[src/rtl/imem_arbiter_pkg.sv]
// Shared arbiter types: FSM state encoding, default sizing and the word-range helper.
// Everything here is purely declarative and adds no logic or latency of its own.
package imem_arbiter_pkg;

    typedef enum logic [1:0] {
        ST_RUN     = 2'd0,
        ST_LOAD    = 2'd1,
        ST_RELEASE = 2'd2
    } arb_state_e;

    localparam int unsigned DEPTH_DEF      = 256;
    localparam int unsigned STARVE_MAX_DEF = 4;

    // Takes the word index (byte address already shifted right by two).
    function automatic logic word_in_range(input logic [29:0] word_idx, input int unsigned depth);
        return {2'b00, word_idx} < 32'(depth);
    endfunction

endpackage

[src/rtl/imem_arbiter.sv]
// Single-port IMEM arbiter: the fetch stage owns the port in RUN, the loader wins after starvation or during LOAD.
// Zero-latency combinational grant and stall; the loader is backpressured through LD_ready_out, fetch through IF_stall_out.
module imem_arbiter
    import imem_arbiter_pkg::*;
#(
    parameter int unsigned DEPTH      = DEPTH_DEF,
    parameter int unsigned STARVE_MAX = STARVE_MAX_DEF
) (
    input  logic                     clk_in,
    input  logic                     n_rst_in,
    input  logic                     IF_req_in,
    input  logic [31:0]              IF_addr_in,
    output logic                     IF_stall_out,
    output logic [31:0]              IF_ir_out,
    output logic                     IF_flush_out,
    input  logic                     LD_start_in,
    input  logic                     LD_valid_in,
    output logic                     LD_ready_out,
    input  logic [31:0]              LD_addr_in,
    input  logic [31:0]              LD_data_in,
    input  logic                     LD_done_in,
    output logic [$clog2(DEPTH)-1:0] mem_addr_out,
    output logic                     mem_we_out,
    output logic [31:0]              mem_wdata_out,
    input  logic [31:0]              mem_rdata_in,
    output logic [15:0]              ld_count_out,
    output logic                     err_out
);

    localparam int unsigned AW = $clog2(DEPTH);
    localparam int unsigned SW = $clog2(STARVE_MAX) + 1;
    localparam logic [SW-1:0] STARVE_LAST = SW'(STARVE_MAX - 1);

    arb_state_e    state_q, state_d;
    logic [SW-1:0] starve_q, starve_d;
    logic [15:0]   ld_count_q, ld_count_d;
    logic          err_q, err_d;

    logic ld_in_range;
    logic if_in_range;
    logic ld_owns;
    logic xfer;
    logic wr_ok;
    logic stall;
    logic flush;
    logic ld_ready;
    logic unused_addr_lsbs;

    assign ld_in_range      = word_in_range(LD_addr_in[31:2], DEPTH);
    assign if_in_range      = word_in_range(IF_addr_in[31:2], DEPTH);
    assign unused_addr_lsbs = ^{IF_addr_in[1:0], LD_addr_in[1:0]};

    always_comb begin
        state_d    = state_q;
        starve_d   = starve_q;
        ld_count_d = ld_count_q;
        err_d      = err_q;
        ld_owns    = 1'b0;
        xfer       = 1'b0;
        stall      = 1'b0;
        flush      = 1'b0;
        ld_ready   = 1'b0;

        case (state_q)
            ST_RUN: begin
                // A LOAD request beats a same-cycle loader grant; no write happens then.
                ld_owns  = LD_valid_in && !LD_start_in && (!IF_req_in || starve_q == STARVE_LAST);
                xfer     = ld_owns;
                stall    = ld_owns;
                ld_ready = ld_owns;
                if (LD_start_in) begin
                    state_d    = ST_LOAD;
                    starve_d   = '0;
                    ld_count_d = '0;
                end else if (LD_valid_in && !ld_owns) begin
                    starve_d = starve_q + SW'(1);
                end else begin
                    starve_d = '0;
                end
            end
            ST_LOAD: begin
                ld_owns  = 1'b1;
                xfer     = LD_valid_in;
                stall    = 1'b1;
                ld_ready = 1'b1;
                if (LD_done_in) begin
                    state_d = ST_RELEASE;
                end
            end
            ST_RELEASE: begin
                stall   = 1'b1;
                flush   = 1'b1;
                state_d = ST_RUN;
            end
            default: begin
                state_d = ST_RUN;
            end
        endcase

        wr_ok = xfer && ld_in_range;
        if (wr_ok && ld_count_q != 16'hFFFF) begin
            ld_count_d = ld_count_q + 16'd1;
        end
        if (xfer && !ld_in_range) begin
            err_d = 1'b1;
        end
    end

    always_ff @(posedge clk_in) begin
        if (!n_rst_in) begin
            state_q    <= ST_RUN;
            starve_q   <= '0;
            ld_count_q <= '0;
            err_q      <= 1'b0;
        end else begin
            state_q    <= state_d;
            starve_q   <= starve_d;
            ld_count_q <= ld_count_d;
            err_q      <= err_d;
        end
    end

    assign mem_we_out    = wr_ok && n_rst_in;
    assign mem_wdata_out = LD_data_in;
    assign mem_addr_out  = ld_owns ? LD_addr_in[AW+1:2] : IF_addr_in[AW+1:2];
    assign IF_stall_out  = stall;
    assign IF_flush_out  = flush;
    assign LD_ready_out  = ld_ready;
    // Out-of-range fetches read as NOP rather than aliasing into the array.
    assign IF_ir_out     = (!stall && if_in_range) ? mem_rdata_in : 32'd0;
    assign ld_count_out  = ld_count_q;
    assign err_out       = err_q;

endmodule

[config.mk]
export PLATFORM = sky130hd
export DESIGN_NAME = imem_arbiter
export DESIGN_NICKNAME = d
export VERILOG_FILES = /design/src/rtl/imem_arbiter_pkg.sv /design/src/rtl/imem_arbiter.sv
export SDC_FILE = /design/constraint.sdc
export NUM_CORES = 1
export LEC_CHECK = 0
export ABC_AREA = 1
export CAP_MARGIN = 20
export CORE_MARGIN = 2
export CORE_UTILIZATION = 30
export CTS_CLUSTER_SIZE = 10
export DETAILED_ROUTE_END_ITERATION = 12
export PLACE_DENSITY_LB_ADDON = 0.25
export SETUP_SLACK_MARGIN = 0.15
export SLEW_MARGIN = 0
export SYNTH_ARGS = -nofsm -noshare
export SYNTH_HDL_FRONTEND = slang
export SYNTH_SLANG_ARGS = --single-unit
[constraint.sdc]
create_clock -name clk_in -period 2.51 [get_ports clk_in]
set_input_delay 0.502 -clock clk_in [delete_from_list [all_inputs] [get_ports clk_in]]
set_output_delay 0.502 -clock clk_in [all_outputs]
set_load 0.02 [all_outputs]
==> key figures, run 1 <==
Outcome
  – Status: finished clean

Timing
  – Final setup violating endpoints: 0
  – Fin crit period: 2.46 ns
  – Worst-Margin Slew: 0.308 ns
  – Clock skew: 0.00143 ns
  – Fin. max-slew vios: 0
  – Tcrit/Tclk final: 98.1%
  – F_max: 406 MHz
  – Fin. Hold Viols: 0
  – Min Hold Slack: 0.479 ns
  – Relative slew margins: 79.5%
  – Unrepaired setup endpoints after global routing: true

Min path
  – HP Class: flop to flop

Detailed routing
  – DRC Markers: 0
  – Via density: 4.60
  – Wirelength per Cell: 18.6 um
  – Max layer used: met4
  – Met2 wire length: 5120 um
  – DRT Wirelength: 10900 um
  – ANT nets after route: 0
  – DR vias: 2693
  – Met1 WL: 4100 um
  – Met3 wire len: 1350 um
  – 1st-iter DRT viols: 74
  – Drt pass-1 iters: 4

Clock tree
  – CTS Hold Bufs: 0
  – Worst-Skew Late Latency: 0.26 ns
  – CTS sink count: 22
  – Clock buffer count from CTS: 3
  – Clk root buf: clkbuf_8
  – H-tree depth: 1
  – Max Buffers Root-to-Sink: 2
  – CTS tree: built
  – Reg clk slew, reported paths: 0.08 ns

Yosys
  – Syn Nets: 479
  – Post-synthesis sequential area ratio: 19.7%
  – EDFF count, synth: 0
  – Ys Warns: 0
  – Top_reg_cell synth: dfxtp_1
  – Mapped Area: 2230 um2
  – Area leader, netlist: dfxtp_1
  – Share of Yosys cell area claimed by the top area cell type: 19.7%
  – Top post-synthesis cells by area: dfxtp_1 (20%), nor2_1 (12%), buf_4 (11%)
  – Synth Area per Inst: 6.64 um2
  – Post-Syn Instances: 336
  – FF+latch count, synth: 22
  – Synth cell types: 35
  – Async set or reset register ratio after synthesis: 0%

Floorplanning
  – Die ar.: 8150 um2
  – Top Ports: 227
  – Core Area: 7210 um2
  – FP Rows: 31
  – Die Ht: 90.3 um
  – Initial Util: 30.9%
  – Die Wd: 90.3 um

Power
  – Combinational group share of total power: 61.2%
  – Leak: 1.80 nW
  – Peak VDD IR: 0.218 mV
  – Part of the power in registers: 24.5%
  – PwrDens: 362 nW/um2
  – Share of total power in the clock network: 14.2%
  – Switch Pwr: 0.594 mW
  – Sw Share: 38.1%
  – Internal power: 0.964 mW

Worst setup path
  – Critical path fanouts, max: 6
  – Critical path arrival: 1.96 ns
  – Worst Setup Start Kind: input port
  – WS Path Type: input port to output pin
  – Setup crit end kind: output pin
  – Crit path required time: 2.01 ns

Layout
  – Final std cells w/o fill: 585
  – Commonest non-fill, non-tap cell in the layout: clkdlybuf4s50_1
  – Area delta synth->final: 93.0%
  – Fin nets: 630
  – Most frequent cells in the layout: clkdlybuf4s50_1 (100), nand2_1 (48), inv_1 (47), nor2_1 (38), buf_6 (38)
  – Post-route cell area: 4310 um2
  – Layout cell share with drive strength beyond 1: 32.8%

Global routing
  – Total grt overflow: 0
  – Pin count of the biggest net entering global routing: 19
  – Total GRT Usage: 25.4%
  – Vias in the first global route: 2681
  – First-pass GRT wire length: 16000 um
  – Antenna violations before repair: 1

Job
  – MaxCap Viol Count: 0

Placement
  – Port Buffer Count: 158
  – Hpwl dp: 8110 um
  – GPL Wtd Cong: 0.915
  – Placed inst area: 3780 um2
  – # placed instances: 573
-- sequential cells by signal, summed over array words and instances, names as in the netlist --
register      cells
err_out           1
state_q           2
ld_count_out     16
starve_q          3
-- cells by family after synthesis --
kind of cell | after synthesis | share of synthesized area (%)
xor gates and xnor gates | 10 | 3.92
and+or+nand+nor | 165 | 35.9
DFF | 22 | 19.7
muxes | 8 | 4.04
buffers and inverters | 93 | 22.8
AOI/OAI and AO/OA | 29 | 8.63
adders and majority gates | 9 | 5.04
-- routing by layer --
metal / track usage, % / vias to the layer above
li1: - / 1313
met4: 7.31 / 0
met3: 13.4 / 24
met2: 42.2 / 127
met1: 28.3 / 1229
met5: 0 / -
-- final timing paths --
path / cells past startpoint / slack [ns] / start / endpoint
setup / recovery: 9 / 0.05 / IF_addr_in[27] / IF_ir_out[27]
hold / removal: 2 / 0.48 / starve_q[2]$_SDFFE_PN0N_ / starve_q[2]$_SDFFE_PN0N_
setup reg to reg: 14 / 0.53 / state_q[1]$_SDFFE_PN0P_ / ld_count_out[13]$_SDFFE_PN0P_
hold reg to reg: 2 / 0.48 / starve_q[2]$_SDFFE_PN0N_ / starve_q[2]$_SDFFE_PN0N_
-- synthesized netlist by cell type, drive strengths merged, types with 2 or more instances --
library cell,n
a21oi,20
buf,39
dfxtp,22
ha,9
inv,52
mux2,8
nand2,51
nand3,26
nand3b,2
nand4,3
nor2,75
nor3,3
nor4,4
o21ai,4
o21bai,2
xnor2,3
xor2,7
-- per-stage QoR --
step	TNS [ns]	setup WS (ns)	total power, mW	util [%]
2_1_floorplan	0	0.271	0.803	-
4_1_cts	0	0.0559	1.50	58.1
3_5_place_dp	-21.09	-0.560	1.19	52.4
6_report	0	0.0480	1.56	59.7
3_3_place_gp	-19.82	-0.519	1.18	52.4
5_1_grt	0	0.0000395	1.64	59.7
-- critical path, stage by stage --
cell	delay, ns
clkdlybuf4s50_1	0.42
nor2_1	0.09
nand3_1	0.12
nor2_1	0.14
nand4_1	0.10
buf_6	0.18
buf_12	0.15
nor2_2	0.09
buf_4	0.15
-- layout make-up --
class                   count  area (um2)
diodes                      1        2.50
inverters                  53         199
repair buffers            185        1890
well taps                  99         124
multi-input cells         222        1610
clock buffers               3        41.3
fillers                   645        2910
flip-flops and latches     22         444
-- power by group through the flow --
| stage | logic [mW] | clock network, mW | registers, mW |
|---|---|---|---|
| final | 0.954 | 0.222 | 0.383 |
| after global placement | 0.795 | 0 | 0.384 |
| after detailed placement | 0.802 | 0 | 0.385 |
| after CTS | 0.889 | 0.228 | 0.379 |
| after floorplan | 0.410 | 0 | 0.393 |
| after global routing | 1.01 | 0.243 | 0.383 |
-- repair_timing --
action / 4_1_cts / 5_1_grt
pin swaps: 10 / 12
setup endpoints to repair: 43 / 43
gates cloned: 4 / 0
resized for setup: 336 / 34
buffers inserted: 3 / 1
Note: power is estimated with default switching activity, not from simulation.
==> run 2, diff against run 1 <==
- CORE_ASPECT_RATIO: default -> 0.8
- MAX_ROUTING_LAYER: default -> met4
==> key figures, run 2 (same netlist as run 1, synthesis figures left out) <==
Floorplanning
  – Top Ports: 227 (unchanged)
  – Core Area: 7320 um2 (was 7210 um2)
  – Die Ht: 81.2 um (was 90.3 um)
  – Die Wd: 100 um (was 90.3 um)
  – FP Rows: 28 (was 31)
  – Initial Util: 30.5% (was 30.9%)
  – Die ar.: 8150 um2 (about the same)

Detailed routing
  – Wirelength per Cell: 16.1 um (was 18.6 um)
  – ANT nets after route: 0 (unchanged)
  – DRC Markers: 0 (unchanged)
  – DRT Wirelength: 9470 um (was 10900 um)
  – Via density: 4.54 (was 4.60)
  – 1st-iter DRT viols: 88 (was 74)
  – Drt pass-1 iters: 4 (unchanged)
  – DR vias: 2672 (was 2693)

Power
  – Leak: 1.85 nW (was 1.80 nW)
  – PwrDens: 341 nW/um2 (was 362 nW/um2)
  – Total power: 1.51 mW (was 1.56 mW)
  – Peak VDD IR: 0.223 mV (was 0.218 mV)

Global routing
  – Total grt overflow: 0 (unchanged)
  – First-pass GRT wire length: 13200 um (was 16000 um)
  – Pin count of the biggest net entering global routing: 19 (unchanged)
  – Antenna violations before repair: 1 (unchanged)
  – Total GRT Usage: 21.5% (was 25.4%)
  – Vias in the first global route: 2542 (was 2681)

Placement
  – GPL Wtd Cong: 0.878 (was 0.915)
  – Setup slack at placement: -0.590 ns (was -0.560 ns)
  – Port Buffer Count: 158 (unchanged)
  – Hpwl dp: 6970 um (was 8110 um)
  – Placed inst area: 3790 um2 (was 3780 um2)

Outcome
  – Status: finished clean (unchanged)

Worst setup path
  – Critical path fanouts, max: 7 (was 6)
  – WS Path Type: input port to output pin (unchanged)
  – Critical Path, Cell by Cell: clkdlybuf4s50_1, nor2_2, nand3_2, nor2_1, nand4_1, buf_6, buf_12, nor2_4, buf_6 (was clkdlybuf4s50_1, nor2_1, nand3_1, nor2_1, nand4_1, buf_6, buf_12, nor2_2, buf_4)
  – Largest stage delay on the critical path: 0.43 ns (was 0.42 ns)
  – CP max-delay cell: clkdlybuf4s50_1 (unchanged)
  – Critical path arrival: 1.98 ns (was 1.96 ns)
  – Worst Setup Start Kind: input port (unchanged)
  – FF-to-FF path depth: 17 (was 14)
  – Setup crit end kind: output pin (unchanged)
  – Worst path most repeated cell: buf_6 (was nor2_1)
  – Crit path required time: 2.01 ns (about the same)

Timing
  – Fin. max-slew vios: 0 (unchanged)
  – Fin Setup TNS: 0 ns (unchanged)
  – Fin. Hold Viols: 0 (unchanged)
  – Unrepaired setup endpoints after global routing: true (unchanged)
  – Tcrit/Tclk final: 98.9% (was 98.1%)
  – F_max: 403 MHz (was 406 MHz)
  – Final setup violating endpoints: 0 (unchanged)
  – Fin crit period: 2.48 ns (was 2.46 ns)
  – Relative slew margins: 77.5% (was 79.5%)
  – Worst-Margin Slew: 0.337 ns (was 0.308 ns)
  – Final worst setup slack: 0.0265 ns (was 0.0480 ns)
  – Clock skew: 0.00563 ns (was 0.00143 ns)

Layout
  – Storage element area: 445 um2 (was 444 um2)
  – Layout cell share with drive strength beyond 1: 35.2% (was 32.8%)
  – Commonest non-fill, non-tap cell in the layout: clkdlybuf4s50_1 (unchanged)
  – Fin nets: 642 (was 630)
  – Area delta synth->final: 98.4% (was 93.0%)
  – FILL cells: 621 (was 645)
  – Max FFs per register: 16 (unchanged)
  – Post-route cell area: 4430 um2 (was 4310 um2)
  – Most frequent cells in the layout: clkdlybuf4s50_1 (99), nand2_1 (48), inv_1 (47), buf_4 (39) (was clkdlybuf4s50_1 (100), nand2_1 (48), inv_1 (47), nor2_1 (38), buf_6 (38))
  – Multi-input logic area: 1640 um2 (was 1610 um2)

Min path
  – Worst Hold Path Cells: 2 (unchanged)
  – HP Class: flop to flop (unchanged)

Clock tree
  – Clock buffer count from CTS: 3 (unchanged)
  – Clk root buf: clkbuf_8 (unchanged)
  – Reg clk slew, reported paths: 0.08 ns (about the same)
  – Max Buffers Root-to-Sink: 2 (unchanged)
  – CTS sink count: 22 (unchanged)
  – Worst-Skew Late Latency: 0.27 ns (was 0.26 ns)
  – H-tree depth: 1 (unchanged)
  – CTS Hold Bufs: 0 (unchanged)
  – CTS tree: built (unchanged)

Job
  – MaxCap Viol Count: 0 (unchanged)
run 2: changes by cell type in the layout (fill, tap and decap cells not counted), moves of 2 or more:
| cell | change |
|---|---|
| dlygate4sd2_1 | +2 |
| clkdlybuf4s15_1 | -2 |
| buf_6 | -5 |
| nor2_4 | +6 |
| mux2_4 | -4 |
| buf_4 | +14 |
| nor2_1 | -3 |
| mux2_2 | +4 |
| nor2_2 | -3 |
run 2: metal layers:
layer / GRT usage (%) / up-vias / part of all wire (%)
met5: - / - / 0
met4: 8.63 / 0 / 3.6
met3: 6.97 / 29 / 8.9
met2: 36.0 / 118 / 51
met1: 24.1 / 1187 / 37
li1: - / 1338 / -
run 2: report_power, final:
part	internal (mW)	switching, mW	total [mW]	leakage (nW)
Clock	0.107	0.116	0.223	0.0216
Sequential	0.371	0.0120	0.383	0.179
Combinational	0.481	0.424	0.905	1.65
run 2: what timing repair did:
action,CTS,global route
setup endpoints to repair,43,44
endpoints found under the hold margin,0,0
pin swaps,9,16
gates resized for setup,309,55
setup buffers,12,1
cloned,4,1
run 2: cell type report:
class	instances	share of cell area, %
clock buffer	3	0.932
sequential	22	10.1
multi-input combinational	222	36.9
antenna	1	0.0565
inverter	53	4.55
tap	90	2.54
timing repair buffer	197	44.9
run 2: path summary, 6_finish.rpt:
path | start | end | slack (ns)
setup reg to reg | state_q[1]$_SDFFE_PN0P_ | starve_q[0]$_SDFFE_PN0N_ | 0.30
hold / removal | starve_q[2]$_SDFFE_PN0N_ | starve_q[2]$_SDFFE_PN0N_ | 0.47
hold reg to reg | starve_q[2]$_SDFFE_PN0N_ | starve_q[2]$_SDFFE_PN0N_ | 0.47
setup / recovery | IF_addr_in[30] | IF_ir_out[18] | 0.03
run 2: metrics by stage:
| step | hold slack [ns] | util (%) | cells |
|---|---|---|---|
| 2_1_floorplan | 0.443 | - | 336 |
| 3_3_place_gp | 0.451 | 51.8 | 566 |
| 3_5_place_dp | 0.462 | 51.8 | 566 |
| 4_1_cts | 0.474 | 57.5 | 585 |
| 5_1_grt | 0.505 | 60.5 | 588 |
| 6_report | 0.470 | 60.5 | 588 |
run 2: critical path: cells and delay by family:
family / cells / cell delay [ns]
buf+inv: 4 / 0.91
simple gates: 5 / 0.56
